<file path="src/rtl/cdb_arbiter.sv">
// cdb_arbiter: round-robin arbiter for common data bus (CDB) write requests.
//
// Several producers (ALU reservation stations) may each want to write a result
// to the CDB in the same cycle. At most one of them is granted per cycle, in
// round-robin order. The grant is combinational, so a producer sees its
// accepted handshake in the same cycle as its request. The granted result is
// then broadcast on the CDB one cycle later, tagged with that producer's tag.
//
// Ports:
//   clk          clock; all state changes on the rising edge
//   rst_n        synchronous active-low reset; overrides every other input
//   cdb_enable   when 0, no grant is issued this cycle (bus stall)
//   req_in       bit i is producer i's write request
//   data_in      flattened producer results; producer i uses slice i
//   accepted_out one-hot-or-zero grant, one bit per producer
//   cdb_valid    registered broadcast valid
//   cdb_tag      registered broadcast tag (TAG_BASE + granted index)
//   cdb_data     registered broadcast data
module cdb_arbiter #(
   parameter int unsigned DATA_WIDTH    = 4,
   parameter int unsigned CDB_TAG_WIDTH = 4,
   parameter int unsigned NUM_PRODUCERS = 4,
   parameter int unsigned TAG_BASE      = 0
) (
   input  logic                                clk,
   input  logic                                rst_n,
   input  logic                                cdb_enable,
   input  logic [NUM_PRODUCERS-1:0]            req_in,
   input  logic [NUM_PRODUCERS*DATA_WIDTH-1:0] data_in,
   output logic [NUM_PRODUCERS-1:0]            accepted_out,
   output logic                                cdb_valid,
   output logic [CDB_TAG_WIDTH-1:0]            cdb_tag,
   output logic [DATA_WIDTH-1:0]               cdb_data
);

   localparam int unsigned PtrW = $clog2(NUM_PRODUCERS);

   // ptr_q is the highest-priority producer index for the current cycle.
   logic [PtrW-1:0]          ptr_q, ptr_d;
   logic                     cdb_valid_q;
   logic [CDB_TAG_WIDTH-1:0] cdb_tag_q;
   logic [DATA_WIDTH-1:0]    cdb_data_q;

   logic                     grant_valid;
   logic [PtrW-1:0]          grant_idx;
   logic [DATA_WIDTH-1:0]    grant_data;
   logic [CDB_TAG_WIDTH-1:0] grant_tag;
   int                       cand;

   // Scan from ptr_q upward with wrap-around; the first requester found wins.
   // Gating with rst_n keeps producers from releasing reservations in reset.
   always_comb begin
      grant_valid = 1'b0;
      grant_idx   = '0;
      cand        = 0;
      if (rst_n && cdb_enable) begin
         for (int i = 0; i < int'(NUM_PRODUCERS); i++) begin
            cand = (int'(ptr_q) + i) % int'(NUM_PRODUCERS);
            if (!grant_valid && req_in[cand]) begin
               grant_valid = 1'b1;
               grant_idx   = PtrW'(cand);
            end
         end
      end
   end

   always_comb begin
      accepted_out = '0;
      if (grant_valid) begin
         accepted_out[grant_idx] = 1'b1;
      end
   end

   always_comb begin
      grant_data = data_in[int'(grant_idx)*int'(DATA_WIDTH) +: DATA_WIDTH];
      grant_tag  = CDB_TAG_WIDTH'(TAG_BASE + int'(grant_idx));
      // The producer just served drops to lowest priority next time.
      if (int'(grant_idx) == int'(NUM_PRODUCERS) - 1) begin
         ptr_d = '0;
      end else begin
         ptr_d = grant_idx + PtrW'(1);
      end
   end

   always_ff @(posedge clk) begin
      if (!rst_n) begin
         ptr_q       <= '0;
         cdb_valid_q <= 1'b0;
         cdb_tag_q   <= '0;
         cdb_data_q  <= '0;
      end else if (grant_valid) begin
         ptr_q       <= ptr_d;
         cdb_valid_q <= 1'b1;
         cdb_tag_q   <= grant_tag;
         cdb_data_q  <= grant_data;
      end else begin
         // Tag and data hold; only valid drops so each result is seen once.
         cdb_valid_q <= 1'b0;
      end
   end

   assign cdb_valid = cdb_valid_q;
   assign cdb_tag   = cdb_tag_q;
   assign cdb_data  = cdb_data_q;

endmodule

</file>
<file path="config.mk">
export PLATFORM = sky130hd
export DESIGN_NAME = cdb_arbiter
export DESIGN_NICKNAME = d
export VERILOG_FILES = /design/src/rtl/cdb_arbiter.sv
export SDC_FILE = /design/constraint.sdc
export NUM_CORES = 1
export LEC_CHECK = 0
export BUFFER_PORTS_ARGS = -buffer_cell sky130_fd_sc_hd__clkbuf_2
export CAP_MARGIN = 0
export CELL_PAD_IN_SITES_DETAIL_PLACEMENT = 1
export CELL_PAD_IN_SITES_GLOBAL_PLACEMENT = 1
export CORE_MARGIN = 2
export CORE_UTILIZATION = 30
export CTS_CLUSTER_SIZE = 40
export DETAILED_ROUTE_END_ITERATION = 10
export PLACE_DENSITY_LB_ADDON = 0.12
export SETUP_SLACK_MARGIN = 0.15
export SYNTH_ARGS = -nofsm -noshare
export SYNTH_HDL_FRONTEND = slang
export SYNTH_SLANG_ARGS = --single-unit
</file>
<file path="constraint.sdc">
create_clock -name clk -period 2.4 [get_ports clk]
set_input_delay 0.12 -clock clk [delete_from_list [all_inputs] [get_ports clk]]
set_output_delay 0.12 -clock clk [all_outputs]
set_load 0.02 [all_outputs]
</file>
Word-level counts from Yosys, hierarchy flattened:

Cells that the tools add are included.

* mux-type cells: 29
* reductions and logical operators: 11
* bitwise logic cells: 3
* order comparisons: 6
* add/sub/neg operators: 4
* equality and inequality tests: 1
* shift-type cells: 1

Operators with widths (count)
* $mux W1: 17
* $shiftx A16 B5 Y4: 1
* $lt A3 B4 Y1 const B: 3
* $mux W2: 6
* $bmux W1 S2: 4
* $lt A2 B3 Y1 const B: 2
* $reduce_or A2 Y1: 3
* $logic_and A1 B1 Y1: 5
* $add A2 B1 Y2 const B: 2
* $add A2 B2 Y2 const B: 2
* $mux W4: 1
* $and A1 B1 Y1 const A: 3
* $logic_not A1 Y1: 3
* $demux W1 S2: 1
* $eq A2 B1 Y1 const B: 1
* $ge A2 B1 Y1 const B: 1

* logic and storage cells: 59
* bits of input ports: 23
* flip-flop bits (word level): 9

Logic depth before layout (Yosys ltp):

* depth in word-level cells: 22
* depth in mapped cells: 8

Worst setup path after synthesis:

Ideal clock, no wire load.

* kind: register to register
* start: register ptr_q[0]
* end: register cdb_data_q[3], in the netlist cdb_data[3]
* arrival: 1.414 ns
* clock period less this slack: 1.546 ns
* stages on the path, launching flop included: 7
* path buffers: 1
* library setup time: 0.133 ns
* path slack: 0.854 ns
* cells stage by stage: dfxtp_1 nor2b_1 o21a_1 or3_1 buf_6 o311ai_2 o211ai_1

* longest elaborated chain between the ends: 17
* elaborated cells between the ends (all ways): 34
* those cells by class: add/sub (3); shift (1); mux (24); reduce/logical (6)

RTL lines
* from (decl): line 39 `logic [PtrW-1:0] ptr_q, ptr_d;`
* from (signal assigned): line 92 `ptr_q <= ptr_d;`
* parallel branches: the longest is 17 deep, another holds $add A2 B1 Y2
* to (signal assigned): line 95 `cdb_data_q <= grant_data;`
* to (decl): line 42 `logic [DATA_WIDTH-1:0] cdb_data_q;`

Parallel ways; which one is timed is not known. The select of a mux whose other input is x is not followed.
A chain may end at the register's enable or synchronous reset.

Final worst setup path:

* start: register ptr_q[1]
* end: output port accepted_out[0]

* longest elaborated chain between the ends: 21
* elaborated cells between the ends (all ways): 39
* those cells by class: add/sub (3); order compare (2); mux (27); reduce/logical (7)

RTL lines
* parallel branches: the longest is 20 deep, another holds $add A2 B1 Y2
* $mux W4 *: line 69 `if (grant_valid) begin`
* to (decl): line 30 `output logic [NUM_PRODUCERS-1:0] accepted_out,`

Every way passes the cells marked *. The select of a mux whose other input is x is not followed.

==> impl_metrics.csv <==
group,metric,value,unit
synthesis,ys_seq_elements,9,
die,core_region_area,1900,um2
drt,avgViaCountPerCell,4.97,
timing,setup_viol,0,
finish,drive_gt1_share,36.7,%
pwr,power,429,uW
timing,fmax,488,MHz
synthesis,syn_area,589,um2
worst_setup_path,startpoint_type,"flop",
placement,place.gp.congestion,0.732,
grt,track_usage,16.8,%
die,die_area,2330,um2
timing,hold_ws,0.150,ns
pwr,ir_drop,0.000248,V
pwr,p_per_area,539,nW/um2
worst_setup_path,worstSetupPathType,"reg -> out",
die,ioPinCount,36,
die,die_x,48.3,um
drt,ant_nets,0,
clocking,postCtsSetupBuffers,0,
timing,hold_viol,0,
timing,fin_crit_sh,85.4,%
placement,dp_hpwl,1470,um
timing,slew_violations,0,
placement,dpl.cell_count,132,
run_status,status,"complete, no violations",
synthesis,yosysWarnings,0,
clocking,htree_num_levels,1,
finish,fin_cells,136,
clocking,cts-resized-gates,0,
clocking,root_buffer,"clkbuf_4",
drt,vias,676,
clocking,cts.clk_slew.worst_paths,0.07,ns
drt,wl,1800,um
synthesis,synth_seq_area_share,30.6,%
clocking,postCtsHoldBufs,0,
finish,fin_util,41.8,%
grt,antenna_found_initial,0,
worst_setup_path,reg2reg_slack,0.55,ns
grt,grt_max_degree,11,
drt,drt_pass1_iterations,4,
synthesis,synth_cells,74,
drt,drc,0,
timing,rsz0062_at_grt,"no",
worst_setup_path,worstPathMaxFanout,6,
grt,overflow,0,
worst_hold_path,hold_class,"in -> reg",
pwr,leakage,0.000380,uW
clocking,cts_tree,"built",
die,die_h,48.3,um
worst_setup_path,worstPathArrival,1.93,ns
clocking,clockBufferDepth,2,
finish,n_antenna_cell,0,
timing,period_needed,2.05,ns
timing,tns,0,ns
clocking,cts_made_buffers,3,
worst_setup_path,cp.required,2.28,ns
synthesis,synth_cell_type_count,31,
drt,routedWlPerCell,13.3,um
job,cap_violations,0,
clocking,clk_latency,0.26,ns
die,start_util,31.0,%
placement,io_buffers,33,
worst_setup_path,cp-end-kind,"primary output",
grt,grt_pass1_wl,3080,um
die,rows,16,
finish,fin_nets,134,
timing,skew,0.00510,ns
finish,nFillCells,256,
clocking,cts_sinks,9,
drt,drt_iter0_drc,8,
finish,area_growth,35.0,%
grt,grt_pass1_vias,687,
synthesis,synth_area_per_cell,7.96,um2
-- critical path, stage by stage (launching register included) --
cell and delay, ns:
dfxtp_1 0.41, nand2_1 0.10, a311o_1 0.37, o2111a_1 0.25, inv_2 0.13, ha_1 0.14, and2_1 0.11, clkbuf_2 0.16
-- cell usage after synthesis --
| cell type | instances | area share (%) |
|---|---|---|
| a311o_1 | 1 | 1.7 |
| dfxtp_1 | 9 | 31 |
| clkbuf_1 | 1 | 0.64 |
| nor2b_1 | 4 | 4.2 |
| a21boi_0 | 1 | 1.3 |
| o21a_1 | 1 | 1.3 |
| o21ai_1 | 1 | 0.85 |
| o31ai_1 | 1 | 1.3 |
| and2_1 | 4 | 4.2 |
| o221ai_1 | 2 | 3.0 |
| clkinv_1 | 1 | 0.64 |
| buf_6 | 1 | 1.9 |
| buf_4 | 2 | 2.5 |
| inv_2 | 1 | 0.64 |
| o21ai_0 | 2 | 1.7 |
| a221oi_2 | 1 | 2.5 |
| o211ai_1 | 3 | 3.8 |
| nand3_1 | 4 | 3.4 |
| conb_1 | 1 | 0.64 |
| nor3_1 | 2 | 1.7 |
| or3_1 | 1 | 1.1 |
| mux2i_1 | 4 | 6.8 |
| nand2b_1 | 2 | 2.1 |
| inv_1 | 2 | 1.3 |
| a21oi_1 | 3 | 2.5 |
| o2111a_1 | 1 | 1.9 |
| o311ai_2 | 1 | 2.8 |
| ha_1 | 1 | 2.1 |
| nand2_1 | 9 | 5.7 |
| nor2_1 | 6 | 3.8 |
| a211oi_1 | 1 | 1.3 |
-- metal layers --
metal	wire, um	track usage [%]	part of all wire (%)	vias to the layer above
li1	-	-	-	332
met4	14	5.71	0.78	0
met2	910	29.2	50	23
met3	86	2.47	4.8	2
met1	791	21.2	44	319
met5	0	0	0	-
-- area by class of cell --
cell class | instances | area (um2) | area share [%]
sequential | 9 | 180 | 22.6
clock buffer | 4 | 26.3 | 3.30
timing repair buffer | 34 | 173 | 21.7
inverter | 4 | 15.0 | 1.89
tap | 27 | 33.8 | 4.25
multi-input combinational | 58 | 368 | 46.2
-- sequential cells by signal (all words and copies together), names as in the netlist --
signal	cells
cdb_data	4
cdb_tag	2
cdb_valid	1
ptr_q	2
-- cell usage in the layout, fill, tap and decap left out --
cell      synthesis  layout
nor3_1            2       2
clkinv_1          1       1
a221oi_2          1       1
a311o_1           1       1
a211oi_1          1       1
nand2b_1          2       2
conb_1            1       2
or3_1             1       1
clkbuf_4          0       3
dfxtp_1           9       9
inv_2             1       1
o211ai_1          3       3
nand2_1           9       9
clkbuf_1          1       1
nor2_1            6       6
o21ai_1           1       1
nand3_1           4       4
inv_1             2       2
and2_1            4       4
clkbuf_2          0      33
buf_4             2       1
nor2b_1           4       4
o21a_1            1       1
o21ai_0           2       2
o2111a_1          1       1
mux2i_1           4       4
o221ai_1          2       2
ha_1              1       1
o31ai_1           1       1
o311ai_2          1       1
a21boi_0          1       1
a21oi_1           3       3
-- path summary, 6_finish.rpt --
| kind | startpoint | to | cells after the start |
|---|---|---|---|
| worst max-delay path | ptr_q[1] | accepted_out[0] | 7 |
| worst min-delay path | data_in[10] | cdb_data[2] | 3 |
| worst max register to register | ptr_q[0] | cdb_data[0] | 5 |
| worst min register to register | cdb_tag[0] | cdb_tag[0] | 2 |
-- cell families after synthesis --
| logic type | count (synthesis) | synth area share, % |
|---|---|---|
| AND/OR/NAND/NOR | 32 | 26.3 |
| AO/OA/AOI/OAI | 19 | 25.9 |
| flip-flops | 9 | 30.6 |
| buffers and inverters | 8 | 7.64 |
| multiplexers | 4 | 6.79 |
| adder cells (fa/ha/maj) | 1 | 2.12 |
| other | 1 | 0.636 |
-- per-stage QoR --
step | worst slack, ns | cell area, um2
finish | 0.350 | 796
global route | 0.208 | 796
CTS | 0.343 | 796
detailed placement | 0.563 | 769
global placement | 0.580 | 769
floorplan | 0.854 | 593
-- where the power goes --
group          switching (uW)  internal [uW]
clock network            57.5           64.2
logic                    81.6           53.1
registers                8.58            164
total                     148            281
Note: power is estimated with default switching activity, not from simulation.
